<file path="src/rtl/piso_bit_serializer.sv">
// ---------------------------------------------------------------------------
// piso_bit_serializer
//
// Parallel-in / serial-out stage that feeds the serial sequence detector.
// WIDTH-bit words arrive over a valid/ready handshake and leave one bit per
// clock on `data`. A one-word holding buffer lets a second word be accepted
// while the current one is still shifting, so consecutive frames stream
// with no idle cycle between them.
//
// Parameters
//   WIDTH      bits per input word (2..32)
//   MSB_FIRST  1: bit WIDTH-1 leaves first, 0: bit 0 leaves first
//   IDLE_BIT   level driven on `data` while no frame is being shifted
//
// Ports
//   clk          system clock, all logic on the rising edge
//   rst          synchronous, active-high reset
//   in_data      parallel word to serialize
//   in_valid     in_data is valid
//   in_ready     block can accept a word this cycle (combinational)
//   data         serial bit stream (registered)
//   data_valid   data carries a frame bit this cycle (registered)
//   frame_start  pulse on the first bit of each word (registered)
//   frame_done   pulse on the last bit of each word (registered)
//   busy         shifter or holding buffer occupied (registered)
// ---------------------------------------------------------------------------
module piso_bit_serializer #(
  parameter int WIDTH     = 8,
  parameter bit MSB_FIRST = 1'b1,
  parameter bit IDLE_BIT  = 1'b0
) (
  input  logic             clk,
  input  logic             rst,
  input  logic [WIDTH-1:0] in_data,
  input  logic             in_valid,
  output logic             in_ready,
  output logic             data,
  output logic             data_valid,
  output logic             frame_start,
  output logic             frame_done,
  output logic             busy
);

  localparam int CW = (WIDTH > 1) ? $clog2(WIDTH) : 1;
  localparam logic [CW-1:0] LAST_CNT = CW'(WIDTH - 1);

  typedef enum logic {
    S_IDLE  = 1'b0,
    S_SHIFT = 1'b1
  } state_t;

  state_t           state_q, state_d;
  logic [WIDTH-1:0] shift_q, shift_d;
  logic [CW-1:0]    cnt_q, cnt_d;
  logic [WIDTH-1:0] hold_q, hold_d;
  logic             hold_full_q, hold_full_d;
  logic             data_q, data_d;
  logic             data_valid_q, data_valid_d;
  logic             frame_start_q, frame_start_d;
  logic             frame_done_q, frame_done_d;
  logic             busy_q, busy_d;

  logic             accept;
  logic             last_bit;
  logic             load;
  logic [WIDTH-1:0] load_word;
  logic [CW-1:0]    cnt_inc;

  // Bit that leaves the word first, according to the shift direction.
  function automatic logic first_bit(input logic [WIDTH-1:0] w);
    return MSB_FIRST ? w[WIDTH-1] : w[0];
  endfunction

  // Word with its first-out bit removed, so the next bit to send moves into
  // the position first_bit() reads.
  function automatic logic [WIDTH-1:0] drop_bit(input logic [WIDTH-1:0] w);
    return MSB_FIRST ? {w[WIDTH-2:0], 1'b0} : {1'b0, w[WIDTH-1:1]};
  endfunction

  // The holding buffer is the only thing that can refuse a word; reset also
  // blocks transfers so a word offered during reset is never consumed.
  assign in_ready = ~hold_full_q & ~rst;
  assign accept   = in_valid & in_ready;

  // The bit on `data` right now is the last one of its frame.
  assign last_bit = (state_q == S_SHIFT) && (cnt_q == LAST_CNT);
  assign cnt_inc  = cnt_q + CW'(1);

  // Next-state and next-output logic. The shift register holds the bits not
  // yet presented; `data_q` holds the bit being presented this cycle, so each
  // edge either advances within the frame or loads a fresh word whose first
  // bit appears straight away.
  always_comb begin
    state_d       = state_q;
    shift_d       = shift_q;
    cnt_d         = cnt_q;
    hold_d        = hold_q;
    hold_full_d   = hold_full_q;
    data_d        = IDLE_BIT;
    data_valid_d  = 1'b0;
    frame_start_d = 1'b0;
    frame_done_d  = 1'b0;
    load          = 1'b0;
    load_word     = '0;

    case (state_q)
      S_IDLE: begin
        if (accept) begin
          load      = 1'b1;
          load_word = in_data;
        end
      end

      S_SHIFT: begin
        if (last_bit) begin
          // Next word source: buffered word first, then a word arriving on
          // this very edge (bypassing the buffer), otherwise fall idle.
          if (hold_full_q) begin
            load        = 1'b1;
            load_word   = hold_q;
            hold_full_d = 1'b0;
          end else if (accept) begin
            load      = 1'b1;
            load_word = in_data;
          end else begin
            state_d = S_IDLE;
          end
        end else begin
          cnt_d        = cnt_inc;
          data_d       = first_bit(shift_q);
          shift_d      = drop_bit(shift_q);
          data_valid_d = 1'b1;
          frame_done_d = (cnt_inc == LAST_CNT);
          if (accept) begin
            hold_d      = in_data;
            hold_full_d = 1'b1;
          end
        end
      end

      default: begin
        state_d = S_IDLE;
      end
    endcase

    if (load) begin
      state_d       = S_SHIFT;
      cnt_d         = '0;
      data_d        = first_bit(load_word);
      shift_d       = drop_bit(load_word);
      data_valid_d  = 1'b1;
      frame_start_d = 1'b1;
    end

    busy_d = (state_d == S_SHIFT) | hold_full_d;
  end

  // State and output registers. Reset drops any frame in flight together
  // with the buffered word.
  always_ff @(posedge clk) begin
    if (rst) begin
      state_q       <= S_IDLE;
      shift_q       <= '0;
      cnt_q         <= '0;
      hold_q        <= '0;
      hold_full_q   <= 1'b0;
      data_q        <= IDLE_BIT;
      data_valid_q  <= 1'b0;
      frame_start_q <= 1'b0;
      frame_done_q  <= 1'b0;
      busy_q        <= 1'b0;
    end else begin
      state_q       <= state_d;
      shift_q       <= shift_d;
      cnt_q         <= cnt_d;
      hold_q        <= hold_d;
      hold_full_q   <= hold_full_d;
      data_q        <= data_d;
      data_valid_q  <= data_valid_d;
      frame_start_q <= frame_start_d;
      frame_done_q  <= frame_done_d;
      busy_q        <= busy_d;
    end
  end

  assign data        = data_q;
  assign data_valid  = data_valid_q;
  assign frame_start = frame_start_q;
  assign frame_done  = frame_done_q;
  assign busy        = busy_q;

endmodule
</file>
<file path="config.mk">
export PLATFORM = sky130hd
export DESIGN_NAME = piso_bit_serializer
export DESIGN_NICKNAME = d
export VERILOG_FILES = /design/src/rtl/piso_bit_serializer.sv
export SDC_FILE = /design/constraint.sdc
export NUM_CORES = 1
export LEC_CHECK = 0
export CELL_PAD_IN_SITES_DETAIL_PLACEMENT = 0
export CELL_PAD_IN_SITES_GLOBAL_PLACEMENT = 1
export CORE_UTILIZATION = 39
export DETAILED_ROUTE_END_ITERATION = 8
export GPL_ROUTABILITY_DRIVEN = 0
export PLACE_DENSITY = 0.79
export SLEW_MARGIN = 10
export SYNTH_ARGS = -nofsm -noshare
export SYNTH_HDL_FRONTEND = slang
export SYNTH_SLANG_ARGS = --single-unit
</file>
<file path="constraint.sdc">
create_clock -name clk -period 2 [get_ports clk]
set_input_delay 0.4 -clock clk [delete_from_list [all_inputs] [get_ports clk]]
set_output_delay 0.4 -clock clk [all_outputs]
set_load 0.01 [all_outputs]
</file>
== Word-level counts from Yosys, hierarchy flattened ==
Index checks and enable logic that the tools add are counted.
Cells by class
  add/subtract/negate cells: 1
  equal/unequal tests: 3
  mux-type cells: 24
  bitwise gates (word level): 7
  reduce and logical (&&, ||, !) cells: 7
Operator list (count)
  2-to-1 mux 8 bit: 6
  2-to-1 mux 1 bit: 16
  one-hot mux 8 bit (2 select lines): 1
  == test 3 bit (second input constant): 2
  NOT 1 bit: 4
  AND reduction 2 bit: 2
  adder 3 x 1 -> 3 bit (second input constant): 1
  AND reduction 3 bit: 1
  OR reduction 3 bit: 1
  AND 1 bit: 2
  != test 2 x 1 -> 1 bit (second input constant): 1
  one-hot mux 1 bit (2 select lines): 1
  nonzero test 2 bit: 1
  OR reduction 2 bit: 1
  logical AND 1 bit: 1
  bitwise OR 1 bit: 1
Word-level totals
  bits in registers: 25
  bits of input ports: 11
  logic and storage cells: 52

== Longest topological paths before layout ==
  word-level depth: 9
  mapped depth: 7
  depth with buffers taken out: 6

== Worst setup path before layout ==
OpenSTA, ideal clock, no wires.
  path kind: flip-flop to flip-flop
  start point: register cnt_q[0]
  end point: register hold_q[0]
  data arrival time: 1.498 ns
  required time: 1.872 ns
  slack: 0.375 ns
  cell stages (with the launch flop): 8
  buffers on the path: 1
  clock period less this slack: 1.625 ns
  path through: dfxtp_1 -> ha_1 -> ha_1 -> nor2b_1 -> buf_2 -> nand3_2 -> mux2i_1 -> nor2_1
Between the ends
  word-level cells in the longest chain between the ends: 4
RTL lines
  from (decl): RTL line 54  | logic [CW-1:0] cnt_q, cnt_d;
  from (signal assigned): RTL line 175  | cnt_q <= cnt_d;
  == test 3 bit: RTL line 86  | assign last_bit = (state_q == S_SHIFT) && (cnt_q == LAST_CNT);
  logical AND 1 bit: RTL line 86
  NOT 1 bit (no line)
  AND reduction 3 bit (no line)
  to (signal assigned): RTL line 176  | hold_q <= hold_d;
  to (decl): RTL line 55  | logic [WIDTH-1:0] hold_q, hold_d;
No other way between the ends.
A chain may end at the register's enable or synchronous reset.

== Worst setup path in the final report ==
  start point: register cnt_q[0]
  end point: register shift_q[2]
Between the ends
  word-level cells in the longest chain between the ends: 6
  elaborated cells between the ends (all ways): 10
  those cells by class: 2 x eq/ne; 5 x mux; 3 x reduce/logical
RTL lines
  == test 3 bit *: RTL line 86
  logical AND 1 bit *: RTL line 86
  2-to-1 mux 1 bit: RTL line 115  | if (last_bit) begin
  one-hot mux 1 bit (2 select lines): RTL line 106  | case (state_q)
  != test 2 x 1 -> 1 bit (no line) / nonzero test 2 bit (equally long branches)
  AND reduction 2 bit (no line)
  to (signal assigned): RTL line 174  | shift_q <= shift_d;
  to (decl): RTL line 53  | logic [WIDTH-1:0] shift_q, shift_d;
Mark *: on every way between the ends. The rest lies on a longest branch, timed or not.

==> flow_metrics.env <==
export IMPL_outcome="finished clean"
export IMPL_cts_hold_fix_buffers=0
export IMPL_ctsHtreeMaxLevel=1
export IMPL_dpl_cell_area_sq_um=1374
export IMPL_maxSlewViolCount=0
export IMPL_insertion_delay_ns=0.33
export IMPL_finalClockSkew_ns=0.002476
export IMPL_worstHoldStart="shift_q[1]$_SDFFE_PP0P_"
export IMPL_crit_type="flip-flop to flip-flop"
export IMPL_die_w_microns=55.41
export IMPL_clk_path_buf_depth=2
export IMPL_period_share=0.9030
export IMPL_clkSinkCount=25
export IMPL_via_per_inst=5.270
export IMPL_post_cts_buffers=0
export IMPL_grt_pass1_vias=855
export IMPL_syn_area_sq_um=1112
export IMPL_avgSynthCellArea_sq_um=9.507
export IMPL_final_fill_count=261
export IMPL_reg2reg_slack_ns=0.19
export IMPL_ant_nets=0
export IMPL_drt_wl_total_microns=2310
export IMPL_dp_hpwl_microns=1716
export IMPL_ys_ff_latch=25
export IMPL_synth_top_family_by_area="simple AND/OR/NAND/NOR gates"
export IMPL_cts_tree="built"
export IMPL_grt_usage=0.1698
export IMPL_rsz0062_at_grt="no"
export IMPL_ys_warn_count=0
export IMPL_rows=19
export IMPL_nets=158
export IMPL_grt_overflow_total=0
export IMPL_timing_rr_end="shift_q[2]$_SDFFE_PP0P_"
export IMPL_switchingPower_mw=0.2529
export IMPL_path_cells="ha_1 -> ha_1 -> nor2b_1 -> buf_4 -> and2_1 -> a221o_1"
export IMPL_hp_class="flip-flop to flip-flop"
export IMPL_synth_xor_area_frac=0.007874
export IMPL_synth_area_mux_share=0.08099
export IMPL_seq_area_frac_synth=0.4499
export IMPL_p_per_area_nw_per_um2=663.6
export IMPL_yosys_area_share_simple=0.1991
export IMPL_p_total_mw=0.9307
export IMPL_setup_viol=0
export IMPL_combPwrFrac=0.170
export IMPL_hold_depth=2
export IMPL_worstMarginPinSlew_ns=0.3994
export IMPL_p_seq_frac=0.573
export IMPL_syn_inst=117
export IMPL_maxCapViolCount=0
export IMPL_placeableCoreArea_sq_um=2734
export IMPL_async_flop_share=0
export IMPL_worst_setup_path_start_kind="flip-flop"
export IMPL_r2r_start="cnt_q[0]$_SDFFE_PP0P_"
export IMPL_clock_fmax_mhz=553.7
export IMPL_r2r_cells=6
export IMPL_grt_max_degree=16
export IMPL_slowest_stage="dfxtp_1"
export IMPL_synth_fa_ha_area_frac=0.03375
export IMPL_synth_compound_area_frac=0.1699
export IMPL_die_height_microns=55.41
export IMPL_critPathArrivalTime_ns=2.09
export IMPL_die_area_sq_um=3070
export IMPL_drive_above_1_share=0.2098
export IMPL_power_leakage_nw=0.5995
export IMPL_synth_cell_types=33
export IMPL_critical_path_max_fanout=7
export IMPL_multi_input_area_sq_um=546.8
export IMPL_drcViolationCount=0
export IMPL_hold_viol_final=0
export IMPL_worst_slack_ns=0.1941
export IMPL_worst_ep_required_time_ns=2.29
export IMPL_area_growth_pct=26.10
export IMPL_start_util=0.4069
export IMPL_endpoint_kind="flip-flop"
export IMPL_io_pins=17
export IMPL_clkTransAtPathRegs_ns=0.14
export IMPL_drtIter0Drc=11
export IMPL_relSlewSlack=0.7315
export IMPL_cts_buffers=3
export IMPL_dr_total_vias=917
export IMPL_wl_per_cell_microns=13.28
export IMPL_period_minus_slack_ns=1.806
export IMPL_clock_tree_root_cell="clkbuf_4"
export IMPL_ir_drop_uv=367.7
export IMPL_seqCellArea_sq_um=500.5
export IMPL_power_frac_clock=0.257
export IMPL_min_to="shift_q[1]$_SDFFE_PP0P_"
export IMPL_grt_pass1_wl_microns=4091
export IMPL_port_buffers=16
export IMPL_fin_area_sq_um=1403
export IMPL_diodes=0
export IMPL_synth_nets=131
export IMPL_antenna_found_initial=0
export IMPL_holdWs_ns=0.4731
export IMPL_dr_pass1_iters=4
export IMPL_internal_power_mw=0.6778
export IMPL_slowest_delay_ns=0.36
export IMPL_dp_slack_ns=-0.03415
export IMPL_synth_edf_count=0
export IMPL_finish_utilization=0.5130
export IMPL_synth_ff_type="dfxtp_1"
export IMPL_path_common_cell="ha_1"
export IMPL_swShare=0.2718
[cell type report]
class,instances,area share
tap,31,0.02765
multi-input combinational,79,0.3898
timing repair buffer,31,0.1936
sequential,25,0.3568
inverter,4,0.01070
clock inverter,1,0.005352
clock buffer,3,0.01606
[critical path, delay by kind of cell, from the launching register on]
kind	cells	cell delay (ns)
AND/OR/NAND/NOR	2	0.58
flip-flops	1	0.36
adder cells (fa/ha/maj)	2	0.42
AO/OA/AOI/OAI	1	0.18
buffers and inverters	1	0.22
[cell families after synthesis]
logic type                 count (synthesis)
AOI/OAI and AO/OA                         23
adders and majority gates                  3
buffers and inverters                     13
muxes                                      9
and+or+nand+nor                           43
xor gates and xnor gates                   1
DFF                                       25
[power groups by stage]
stage | logic (mW) | clock network (mW) | registers [mW]
after CTS | 0.158 | 0.246 | 0.533
after floorplan | 0.0858 | 0 | 0.542
final | 0.158 | 0.240 | 0.533
after global placement | 0.156 | 0 | 0.543
after global routing | 0.174 | 0.266 | 0.536
after detailed placement | 0.159 | 0 | 0.544
[routing by layer]
metal / up-vias / routed length (microns) / GRT usage
met2: 13 / 1080 / 0.2513
met1: 432 / 1120 / 0.2308
met4: 0 / 55 / 0.1000
met5: - / 0 / 0
met3: 7 / 53 / 0.03044
li1: 465 / - / -
[worst max path at each step]
stage                     depth (start not counted)  slack, ns                      end                  start
after floorplan                                   7       0.37   hold_q[0]$_SDFFE_PP0P_  cnt_q[0]$_SDFFE_PP0P_
after global placement                            3      -0.07                 in_ready                    rst
after detailed placement                          3      -0.03                 in_ready                    rst
after CTS                                         6       0.12  shift_q[2]$_SDFFE_PP0P_  cnt_q[0]$_SDFFE_PP0P_
after global routing                              6       0.05  shift_q[5]$_SDFFE_PP0P_  cnt_q[0]$_SDFFE_PP0P_
final                                             6       0.19  shift_q[2]$_SDFFE_PP0P_  cnt_q[0]$_SDFFE_PP0P_
[cells in the mapped netlist, types with 2 or more instances]
cell / number / share of area
nor2_1: 17 / 0.057
a31oi_1: 2 / 0.011
dfxtp_1: 25 / 0.45
a211oi_1: 2 / 0.013
a221o_1: 6 / 0.054
and3_1: 3 / 0.017
mux2i_1: 9 / 0.081
nand3_1: 12 / 0.054
buf_2: 4 / 0.018
ha_1: 3 / 0.034
clkbuf_1: 2 / 0.0068
a21oi_1: 2 / 0.0090
nor2b_1: 2 / 0.011
a21oi_2: 6 / 0.047
inv_1: 3 / 0.010
a22oi_1: 2 / 0.013
[state kept, by name (all words and copies together) (netlist names)]
register	cells
data_valid	1
frame_done	1
cnt_q	3
hold_full_q	1
busy	1
state_q	1
hold_q	8
frame_start	1
shift_q	7
data	1
[through the flow]
stage / std cells / setup TNS, ns
final: 174 / 0
after global routing: 174 / 0
after CTS: 174 / 0
after detailed placement: 170 / -0.03415
after global placement: 170 / -0.07274
after floorplan: 117 / 0
[placed cells by master, fill, tap and decap left out, types with 2 or more instances in the layout]
cell type	n
a211oi_1	2
a21oi_1	2
a21oi_2	6
a221o_1	6
a22oi_1	2
a31oi_1	2
and2_1	2
and3_1	3
buf_4	15
clkbuf_4	3
clkdlybuf4s50_1	15
dfxtp_1	25
ha_1	3
inv_1	3
mux2i_1	9
nand3_1	12
nor2_1	17
nor2b_1	2
[what timing repair did]
item | 4_1_cts | 5_1_grt
setup endpoints to repair | 1 | 7
gates cloned | 0 | 0
gates resized for setup | 1 | 1
No activity file was read; power rests on OpenSTA's default activity.
